[config.mk]
export PLATFORM = sky130hd
export DESIGN_NAME = regfile_pclr
export DESIGN_NICKNAME = d
export VERILOG_FILES = /design/src/rtl/regfile_pclr.sv
export SDC_FILE = /design/constraint.sdc
export NUM_CORES = 1
export LEC_CHECK = 0
export BUFFER_PORTS_ARGS = -buffer_cell sky130_fd_sc_hd__buf_4
export CAP_MARGIN = 20
export CORE_ASPECT_RATIO = 1.5
export CORE_UTILIZATION = 35
export CTS_CLUSTER_SIZE = 25
export DETAILED_ROUTE_END_ITERATION = 8
export PLACE_DENSITY_LB_ADDON = 0.3
export SLEW_MARGIN = 15
export SYNTH_ARGS = -nofsm -noshare
export SYNTH_HDL_FRONTEND = slang
export SYNTH_SLANG_ARGS = --single-unit
[constraint.sdc]
create_clock -name clk_i -period 11.3 [get_ports clk_i]
set_input_delay 1.13 -clock clk_i [delete_from_list [all_inputs] [get_ports clk_i]]
set_output_delay 1.13 -clock clk_i [all_outputs]
set_load 0.01 [all_outputs]
[src/rtl/regfile_pclr.sv]
// Integer register file with x0 hardwired to zero and a sequential clear.
// After reset, one register is zeroed per cycle. busy_o stalls issue until the clear finishes.
//
// state    | meaning
// ---------+-----------------------------------------------------------
// ST_CLEAR | zeroing mem[clr_ptr_q] each cycle; reads forced to 0, writes dropped
// ST_READY | normal operation; write port and bypass active
module regfile_pclr #(
    parameter int unsigned XLEN   = 32,
    parameter int unsigned NREG   = 32,
    parameter bit          BYPASS = 1'b1,
    localparam int unsigned AW    = $clog2(NREG)
) (
    input  logic            clk_i,
    input  logic            reset_i,
    input  logic [AW-1:0]   rs1_i,
    input  logic [AW-1:0]   rs2_i,
    input  logic [AW-1:0]   rd_i,
    input  logic            we_i,
    input  logic [XLEN-1:0] wdata_i,
    output logic [XLEN-1:0] rv1_o,
    output logic [XLEN-1:0] rv2_o,
    output logic            busy_o
);

    typedef enum logic {
        ST_CLEAR = 1'b0,
        ST_READY = 1'b1
    } state_t;

    state_t            state_q;
    logic [AW-1:0]     clr_ptr_q;
    logic [XLEN-1:0]   mem_q [NREG];

    logic              clr_last;
    logic              mem_we_d;
    logic [AW-1:0]     mem_waddr_d;
    logic [XLEN-1:0]   mem_wdata_d;
    logic              user_wr;

    assign busy_o   = (state_q == ST_CLEAR) || reset_i;
    assign clr_last = (clr_ptr_q == AW'(NREG - 1));
    assign user_wr  = !busy_o && we_i && (rd_i != '0);

    always_ff @(posedge clk_i) begin
        if (reset_i) begin
            state_q   <= ST_CLEAR;
            clr_ptr_q <= AW'(1);
        end else begin
            case (state_q)
                ST_CLEAR: begin
                    clr_ptr_q <= clr_ptr_q + AW'(1);
                    if (clr_last) begin
                        state_q <= ST_READY;
                    end
                end
                default: begin
                    state_q <= ST_READY;
                end
            endcase
        end
    end

    // A single shared write port: the clear sequence and user writes never overlap.
    always_comb begin
        mem_we_d    = 1'b0;
        mem_waddr_d = clr_ptr_q;
        mem_wdata_d = '0;
        if (!reset_i && (state_q == ST_CLEAR)) begin
            mem_we_d    = 1'b1;
            mem_waddr_d = clr_ptr_q;
            mem_wdata_d = '0;
        end else if (user_wr) begin
            mem_we_d    = 1'b1;
            mem_waddr_d = rd_i;
            mem_wdata_d = wdata_i;
        end
    end

    // mem_q[0] is never written; address 0 is resolved in the read mux.
    always_ff @(posedge clk_i) begin
        if (mem_we_d && (mem_waddr_d != '0)) begin
            mem_q[mem_waddr_d] <= mem_wdata_d;
        end
    end

    function automatic logic [XLEN-1:0] read_port(
        input logic [AW-1:0]   rs,
        input logic            busy,
        input logic            we,
        input logic [AW-1:0]   rd,
        input logic [XLEN-1:0] wdata,
        input logic [XLEN-1:0] stored
    );
        logic [XLEN-1:0] val;
        if (busy) begin
            val = '0;
        end else if (rs == '0) begin
            val = '0;
        end else if (BYPASS && we && (rd == rs)) begin
            val = wdata;
        end else begin
            val = stored;
        end
        return val;
    endfunction

    assign rv1_o = read_port(rs1_i, busy_o, we_i, rd_i, wdata_i, mem_q[rs1_i]);
    assign rv2_o = read_port(rs2_i, busy_o, we_i, rd_i, wdata_i, mem_q[rs2_i]);

endmodule
==> PnR_summary.wiki, run 1 <==
{| class="wikitable"
! Metric !! Value
|-
| Clock input transition at the sequential cells of the worst setup and hold paths || 0.07 ns
|-
| Outcome || completed
|-
| Instance count on the critical path || 10
|-
| Area growth from synthesis to layout || 12.8%
|-
| H-tree depth || 3
|-
| Library cells used by synthesis || 61
|-
| NetSw || 1.82 mW
|-
| Number of buffers inserted by port buffering || 114
|-
| DIE WIDTH || 306 um
|-
| Endpoints failing hold || 0
|-
| Library cell appearing most often on the critical path || buf_4
|-
| First-iteration detailed-routing DRC count || 3,168
|-
| Global-route congestion overflow total || 0
|-
| CP Data Required Time || 10.17 ns
|-
| Global-route wire length before repair || 229 mm
|-
| Launch instance of the worst min-delay path || clr_ptr_q[3]$_SDFFE_PP0N_
|-
| Proportion of power drawn by the clock network || 0.413
|-
| Chain of cells forming the critical path || buf_8, buf_4, buf_12, xor2_1, nor4_1, nand4_1, buf_4, o221ai_1, o22a_1, buf_4
|-
| Hold Path End || clr_ptr_q[3]$_SDFFE_PP0N_
|-
| Internal power summed over all cells || 6.25 mW
|-
| Overall via count from detail_route || 29,244
|-
| Cts bufs inserted || 95
|-
| Total number of yosys warnings || 0
|-
| Reg2reg setup slack || 6.84 ns
|-
| Cts hold-fix bufs || 0
|-
| Average size of a mapped cell || 18.7 sq um
|-
| WHS Path Cells || 2
|-
| Filler Cells Inserted || 12,321
|-
| Clock tree from TritonCTS || yes
|-
| Resize count post-CTS || 0
|-
| Top cell family by delay on the critical path || buffers and inverters
|-
| Drt via density || 6.40
|-
| Area post-placement || 0.0516 sq mm
|-
| First drt pass iteration count || 6
|-
| Arr. time, crit path || 5.22 ns
|-
| Final core utilization || 0.397
|-
| Count of flip-flops with a built-in enable after synthesis || 1,024
|-
| Ports || 115
|-
| Max stage delay cell, worst path || buf_4
|-
| Largest net degree at the start of global routing || 93
|-
| Sequential element share of the synthesized area || 0.635
|-
| Minimum period implied by the final worst setup slack || 6.35 ns
|-
| Final Total Pwr || 8.06 mW
|-
| Number of cells traversed by the worst register-to-register path || 9
|-
| Total Nets Final || 2,765
|-
| Core area || 0.138 sq mm
|-
| Initial antenna violation count || 6
|-
| Flip-flop cell with the highest count after synthesis || edfxtp_1
|-
| Combined area of all synthesized cells || 0.0486 sq mm
|-
| Buffer depth of the longest clock path || 3
|-
| Max Cap Viol || 0
|-
| Die area || 0.140 sq mm
|-
| Pwr dens || 147 mW/mm^2
|-
| Worst R2R End || mem_q[11][29]$_DFFE_PP_
|-
| Number of pins with negative max-slew slack in the final report || 0
|-
| Category of the critical setup timing path || in -> out
|-
| Highest cell delay on the worst timing path || 0.76 ns
|-
| Site Rows || 167
|-
| Half-perimeter wire length after placement || 92.6 mm
|-
| Total non-filler cell area in the finished layout || 0.0548 sq mm
|-
| Clock Root Buffer || clkbuf_16
|-
| Seq pwr share || 0.520
|-
| Critical path peak fanout || 78
|-
| Launch instance of the worst register-to-register path || state_q$_SDFF_PP0_
|-
| Number of register bits inferred by synthesis || 1,030
|-
| Number of clock sinks || 1,030
|-
| Logic gate share of total power || 0.067
|-
| Buffer count from post-CTS setup fixing || 0
|-
| Slew of the pin with the lowest slew margin || 1.12 ns
|-
| Final Setup Violations || 0
|-
| Initial cell density of the core || 0.352
|-
| Summed negative setup slack over all endpoints || 0 ns
|-
| Number of DRC violations after detailed routing || 0
|-
| Fraction of registers with async set/reset || 0
|-
| CP startpoint kind || input port
|-
| Largest voltage drop on the vdd net || 0.104 mV
|-
| Global-route usage over all layers || 0.230
|-
| Element type at the critical path end || output port
|-
| Count of buffering cells on the critical path with inverters included || 5
|-
| Proportion of layout cells with a drive suffix above 1 || 0.306
|-
| Sw Ratio || 0.225
|-
| Maximum clock skew at final layout || 0.0267 ns
|-
| HP Class || reg -> reg
|-
| Source-to-sink clock delay at the later pin of the worst-skew pair || 0.73 ns
|-
| Number of global-route vias before repair || 30,748
|-
| DIE HEIGHT || 458 um
|-
| Total routed wirelength || 163 mm
|-
| Period utilisation layout || 0.562
|-
| Weighted congestion reported at the end of routability-driven placement || 0.845
|-
| Gate count of the mapped netlist || 2,605
|-
| Wire length per cell after detailed routing || 35.6 um
|-
| Unrepaired setup endpoints after global routing || no
|-
| Leakage power || 16.2 nW
|-
| Max-Slew Margin vs Limit || 0.254
|-
| Max frequency || 158 MHz
|-
| Residual antenna-violating net count after detailed routing || 0
|}
-- metrics by stage --
step,setup WS [ns],cells,hold slack (ns)
after floorplan,6.88,2636,0.510
after global placement,5.00,4386,0.565
after detailed placement,5.00,4387,0.589
after CTS,5.01,4562,0.602
after global routing,4.68,4566,0.653
final,4.95,4566,0.599
-- sequential cells by signal, summed over array words and instances, names as in the netlist --
name	count
state_q	1
clr_ptr_q	5
mem_q	1024
-- power by group through the flow --
stage / Clock, mW / Combinational (mW) / Sequential, mW
2_1_floorplan: 0 / 0.358 / 4.27
3_3_place_gp: 0 / 0.526 / 4.28
3_5_place_dp: 0 / 0.535 / 4.28
4_1_cts: 3.38 / 0.535 / 4.20
5_1_grt: 3.50 / 0.558 / 4.20
6_report: 3.33 / 0.537 / 4.20
-- layout make-up --
class | instances | area (sq um) | area share
antenna | 1 | 2.50 | 0.0000457
clock buffer | 117 | 2500 | 0.0457
clock inverter | 58 | 639 | 0.0117
inverter | 7 | 26.3 | 0.000479
multi-input combinational | 1385 | 17000 | 0.310
sequential | 1030 | 30900 | 0.563
tap | 1774 | 2220 | 0.0405
timing repair buffer | 194 | 1560 | 0.0285
-- routing by layer --
metal | global-route usage | up-vias | wire length [um]
met5 | 0 | - | 27
met4 | 0.125 | 4 | 9410
met3 | 0.0429 | 477 | 13600
met2 | 0.400 | 1680 | 82600
met1 | 0.269 | 15634 | 57000
li1 | - | 11449 | -
-- worst max path at each step --
stage               startpoint                endpoint  slack [ns]
floorplan              reset_i  mem_q[16][0]$_DFFE_PP_        6.88
global placement      rs2_i[0]               rv2_o[10]        5.00
detailed placement    rs2_i[0]               rv2_o[10]        5.00
CTS                   rs2_i[0]               rv2_o[10]        5.01
global route          rs2_i[0]               rv2_o[23]        4.68
finish                rs2_i[0]               rv2_o[23]        4.95
-- Yosys cell counts, drive strengths merged (2+ instances only) --
master   instances  area (sq um)
a211oi          59           448
o21ai           14          70.1
nor2            60           225
o311ai           2          17.5
o211ai           5          37.5
a22oi           31           283
or3              2          12.5
nand3b           2          15.0
dfxtp            6           120
nand2           52           195
inv              5          18.8
xor2            10          87.6
o32a             7          70.1
nand3            6          30.0
buf            146           831
nand2b          16           100
and2            36           225
a2111oi          4          35.0
mux4           428          9640
clkinv           2          7.51
a311oi           2          17.5
xnor2            3          26.3
a41oi            6          52.6
nor4             3          18.8
o22ai           88           551
mux2i          188          1880
a21oi           35           175
a31oi            2          12.5
a221oi          18           158
nor2b           29           181
ha               2          25.0
nand4            2          12.5
nor3            56           280
a211o           32           280
or2              2          12.5
edfxtp        1024         30700
o221ai          77           674
mux2            44           495
o22a            19           166
clkbuf          68           255
-- worst register-to-register path: stages (launching register included) --
cell	delay, ns
dfxtp_1	0.55
nor2b_1	0.18
buf_4	0.18
inv_2	0.11
a211oi_4	0.23
buf_4	0.69
mux2_2	0.37
nand2_1	0.25
nor2_4	0.86
buf_4	0.65
-- layout by cell type, fill, tap and decap left out, drive strengths merged, types with 18 or more instances in the layout --
cell	instances
and2	36
a211o	32
nor2	60
o22a	19
conb	32
a22oi	31
edfxtp	1024
nand2	52
a21oi	35
buf	194
clkbuf	117
o22ai	88
o221ai	77
nor2b	29
clkinv	40
mux2i	188
mux2	44
nor3	56
mux4	428
a221oi	18
a211oi	59
-- cells by family (layout without fill, tap and decap cells) --
logic type	Yosys count	after routing	share of synthesized area
buffers and inverters	221	376	0.0229
xor gates and xnor gates	13	13	0.00234
other	1	33	0.0000772
muxes	660	660	0.247
adders and majority gates	2	2	0.000515
DFF	1030	1030	0.635
and+or+nand+nor	270	270	0.0276
AOI/OAI and AO/OA	408	408	0.0640
Note: power is estimated with default switching activity, not from simulation.
==> inputs of run 2 (changes only) <==
==> constraint.sdc (replaced) <==
create_clock -name clk_i -period 5.85 [get_ports clk_i]
set_input_delay 0.585 -clock clk_i [delete_from_list [all_inputs] [get_ports clk_i]]
set_output_delay 0.585 -clock clk_i [all_outputs]
set_load 0.01 [all_outputs]
==> PnR_summary.wiki, run 2 (synthesized netlist as in run 1, its figures left out) <==
{| class="wikitable"
! Metric !! Value
|-
| Total Nets Final || 2,797 (+1.2%)
|-
| Overall via count from detail_route || 28,941 (-1.0%)
|-
| First drt pass iteration count || 6 (unchanged)
|-
| Largest net degree at the start of global routing || 101 (+8.6%)
|-
| Tightest hold margin || 0.106 ns (-0.492 ns)
|-
| Number of global-route vias before repair || 30,435 (-1.0%)
|-
| Number of cells traversed by the worst register-to-register path || 8 (-1)
|-
| Unrepaired setup endpoints after global routing || no
|-
| CP startpoint kind || flip-flop
|-
| Global-route congestion overflow total || 0 (unchanged)
|-
| Library cell appearing most often on the critical path || buf_4
|-
| Endpoints failing hold || 0 (unchanged)
|-
| Max-Slew Margin vs Limit || 0.202 (-0.0520)
|-
| Leakage power || 16.5 nW (+1.5%)
|-
| Reg2reg setup slack || 1.69 ns (-5.15 ns)
|-
| Residual antenna-violating net count after detailed routing || 0 (unchanged)
|-
| Highest cell delay on the worst timing path || 0.62 ns (-0.14 ns)
|-
| Half-perimeter wire length after placement || 95.3 mm (+2.9%)
|-
| Proportion of layout cells with a drive suffix above 1 || 0.317 (+0.0113)
|-
| Number of buffers inserted by port buffering || 114 (unchanged)
|-
| Maximum clock skew at final layout || 0.0260 ns (-0.000747 ns)
|-
| Cts hold-fix bufs || 0 (unchanged)
|-
| DIE WIDTH || 306 um (unchanged)
|-
| Max frequency || 223 MHz
|-
| Setup crit end || rv2_o[10]
|-
| Outcome || completed
|-
| DIE HEIGHT || 458 um (unchanged)
|-
| Clock input transition at the sequential cells of the worst setup and hold paths || 0.06 ns (about the same)
|-
| Initial antenna violation count || 7 (+1)
|-
| Area growth from synthesis to layout || 13.8%
|-
| Summed negative setup slack over all endpoints || 0 ns (unchanged)
|-
| H-tree depth || 3 (unchanged)
|-
| Cts bufs inserted || 95 (unchanged)
|-
| WHS Path Cells || 2 (unchanged)
|-
| Buffer depth of the longest clock path || 3 (unchanged)
|-
| Max Cap Viol || 0 (unchanged)
|-
| Source-to-sink clock delay at the later pin of the worst-skew pair || 0.74 ns (about the same)
|-
| Initial cell density of the core || 0.352 (unchanged)
|-
| HP Class || in -> reg
|-
| Total routed wirelength || 160 mm (-1.7%)
|-
| Flip-flop count of the largest register after layout || 1,024 (unchanged)
|-
| Chain of cells forming the critical path || nor2b_1, buf_4, nand2_1, buf_4, nor3_1, o22a_1, buf_4
|-
| Category of the critical setup timing path || reg -> out
|-
| Top library cells by usage in the layout, fill and taps aside || edfxtp_1, mux4_2, buf_4
|-
| Final cell count without fillers || 4,602 (+0.79%)
|-
| Die area || 0.140 sq mm (unchanged)
|-
| Weighted congestion reported at the end of routability-driven placement || 0.841 (-0.44%)
|-
| Largest voltage drop on the vdd net || 0.225 mV (+120%)
|-
| First-iteration detailed-routing DRC count || 3,132 (-1.1%)
|-
| Resize count post-CTS || 0 (unchanged)
|-
| Global-route usage over all layers || 0.227 (-0.00382)
|-
| Number of pins with negative max-slew slack in the final report || 0 (unchanged)
|-
| Number of DRC violations after detailed routing || 0 (unchanged)
|-
| Launch instance of the worst register-to-register path || state_q$_SDFF_PP0_
|-
| Wire length per cell after detailed routing || 34.7 um (-2.5%)
|-
| Pwr dens || 283 mW/mm^2 (+92%)
|-
| Element type at the critical path end || output port
|-
| Registers with the most flip-flops || mem_q: 1024 flops, clr_ptr_q: 5 flops, state_q: 1 flops
|-
| Worst R2R End || mem_q[16][15]$_DFFE_PP_
|-
| Placed cell count || 4,410 (+0.52%)
|-
| Slew of the pin with the lowest slew margin || 1.20 ns (+0.0780 ns)
|-
| Launch instance of the worst min-delay path || reset_i
|-
| Top register by number of flip-flops || mem_q
|-
| Max stage delay cell, worst path || nand2_1
|-
| Drt via density || 6.29 (-1.8%)
|-
| CP Data Required Time || 5.27 ns (-4.90 ns)
|-
| Period utilisation layout || 0.765
|-
| Final Setup Violations || 0 (unchanged)
|-
| Critical path peak fanout || 11 (-86%)
|-
| Final core utilization || 0.401 (+0.00366)
|-
| Number of clock sinks || 1,030 (unchanged)
|-
| Arr. time, crit path || 3.89 ns (-1.33 ns)
|-
| Global-route wire length before repair || 225 mm (-1.4%)
|-
| Site Rows || 167 (unchanged)
|-
| Clock Root Buffer || clkbuf_16
|-
| Buffer count from post-CTS setup fixing || 0 (unchanged)
|-
| Critical Path Start || state_q$_SDFF_PP0_
|-
| Ports || 115 (unchanged)
|-
| Core area || 0.138 sq mm (unchanged)
|-
| Total non-filler cell area in the finished layout || 0.0553 sq mm (+0.92%)
|-
| Area post-placement || 0.0519 sq mm (+0.63%)
|-
| Commonest non-fill, non-tap cell in the layout || edfxtp_1
|-
| Minimum period implied by the final worst setup slack || 4.48 ns
|-
| Clock tree from TritonCTS || yes
|}
## run 2: through the flow
stage          setup WS, ns  power, mW
3_5_place_dp           1.47       9.30
3_3_place_gp           1.49       9.28
4_1_cts                1.38       15.7
5_1_grt                1.31       16.0
6_report               1.37       15.6
2_1_floorplan          1.98       8.95
## run 2: cell type report
type | instances | area, sq um
Inverter | 7 | 26.3
Tap cell | 1774 | 2220
Clock inverter | 67 | 736
Timing Repair Buffer | 226 | 2010
Antenna cell | 4 | 10.0
Multi-Input combinational cell | 1385 | 17000
Fill cell | 12277 | 82600
Clock buffer | 109 | 2450
Sequential cell | 1030 | 30900
## run 2: per-layer routing
layer  vias to the layer above  share of wire  track usage
met1                     15406           0.35        0.263
met5                         -        0.00029            0
met2                      1593           0.52        0.400
li1                      11514              -            -
met3                       422          0.077       0.0387
met4                         6          0.050        0.117
## run 2: how the worst min path moves through the flow
| stage | slack, ns | endpoint |
|---|---|---|
| after floorplan | 0.51 | clr_ptr_q[3]$_SDFFE_PP0N_ |
| after global placement | 0.57 | clr_ptr_q[1]$_SDFFE_PP0N_ |
| after detailed placement | 0.61 | clr_ptr_q[1]$_SDFFE_PP0N_ |
| after CTS | 0.07 | clr_ptr_q[2]$_SDFFE_PP0N_ |
| after global routing | 0.11 | clr_ptr_q[2]$_SDFFE_PP0N_ |
| final | 0.11 | clr_ptr_q[2]$_SDFFE_PP0N_ |
## run 2: critical path: cells and delay by family (launching register included)
family	cells	cell delay, ns
flip-flops	1	0.55
AO/OA/AOI/OAI	1	0.41
AND/OR/NAND/NOR	3	1.33
buffers and inverters	3	0.88
## run 2: power by group
part | internal (mW) | switching (mW) | leakage (nW) | total, mW
logic | 0.413 | 0.622 | 6.56 | 1.03
registers | 8.07 | 0.0353 | 8.36 | 8.11
clock network | 3.61 | 2.89 | 1.55 | 6.50
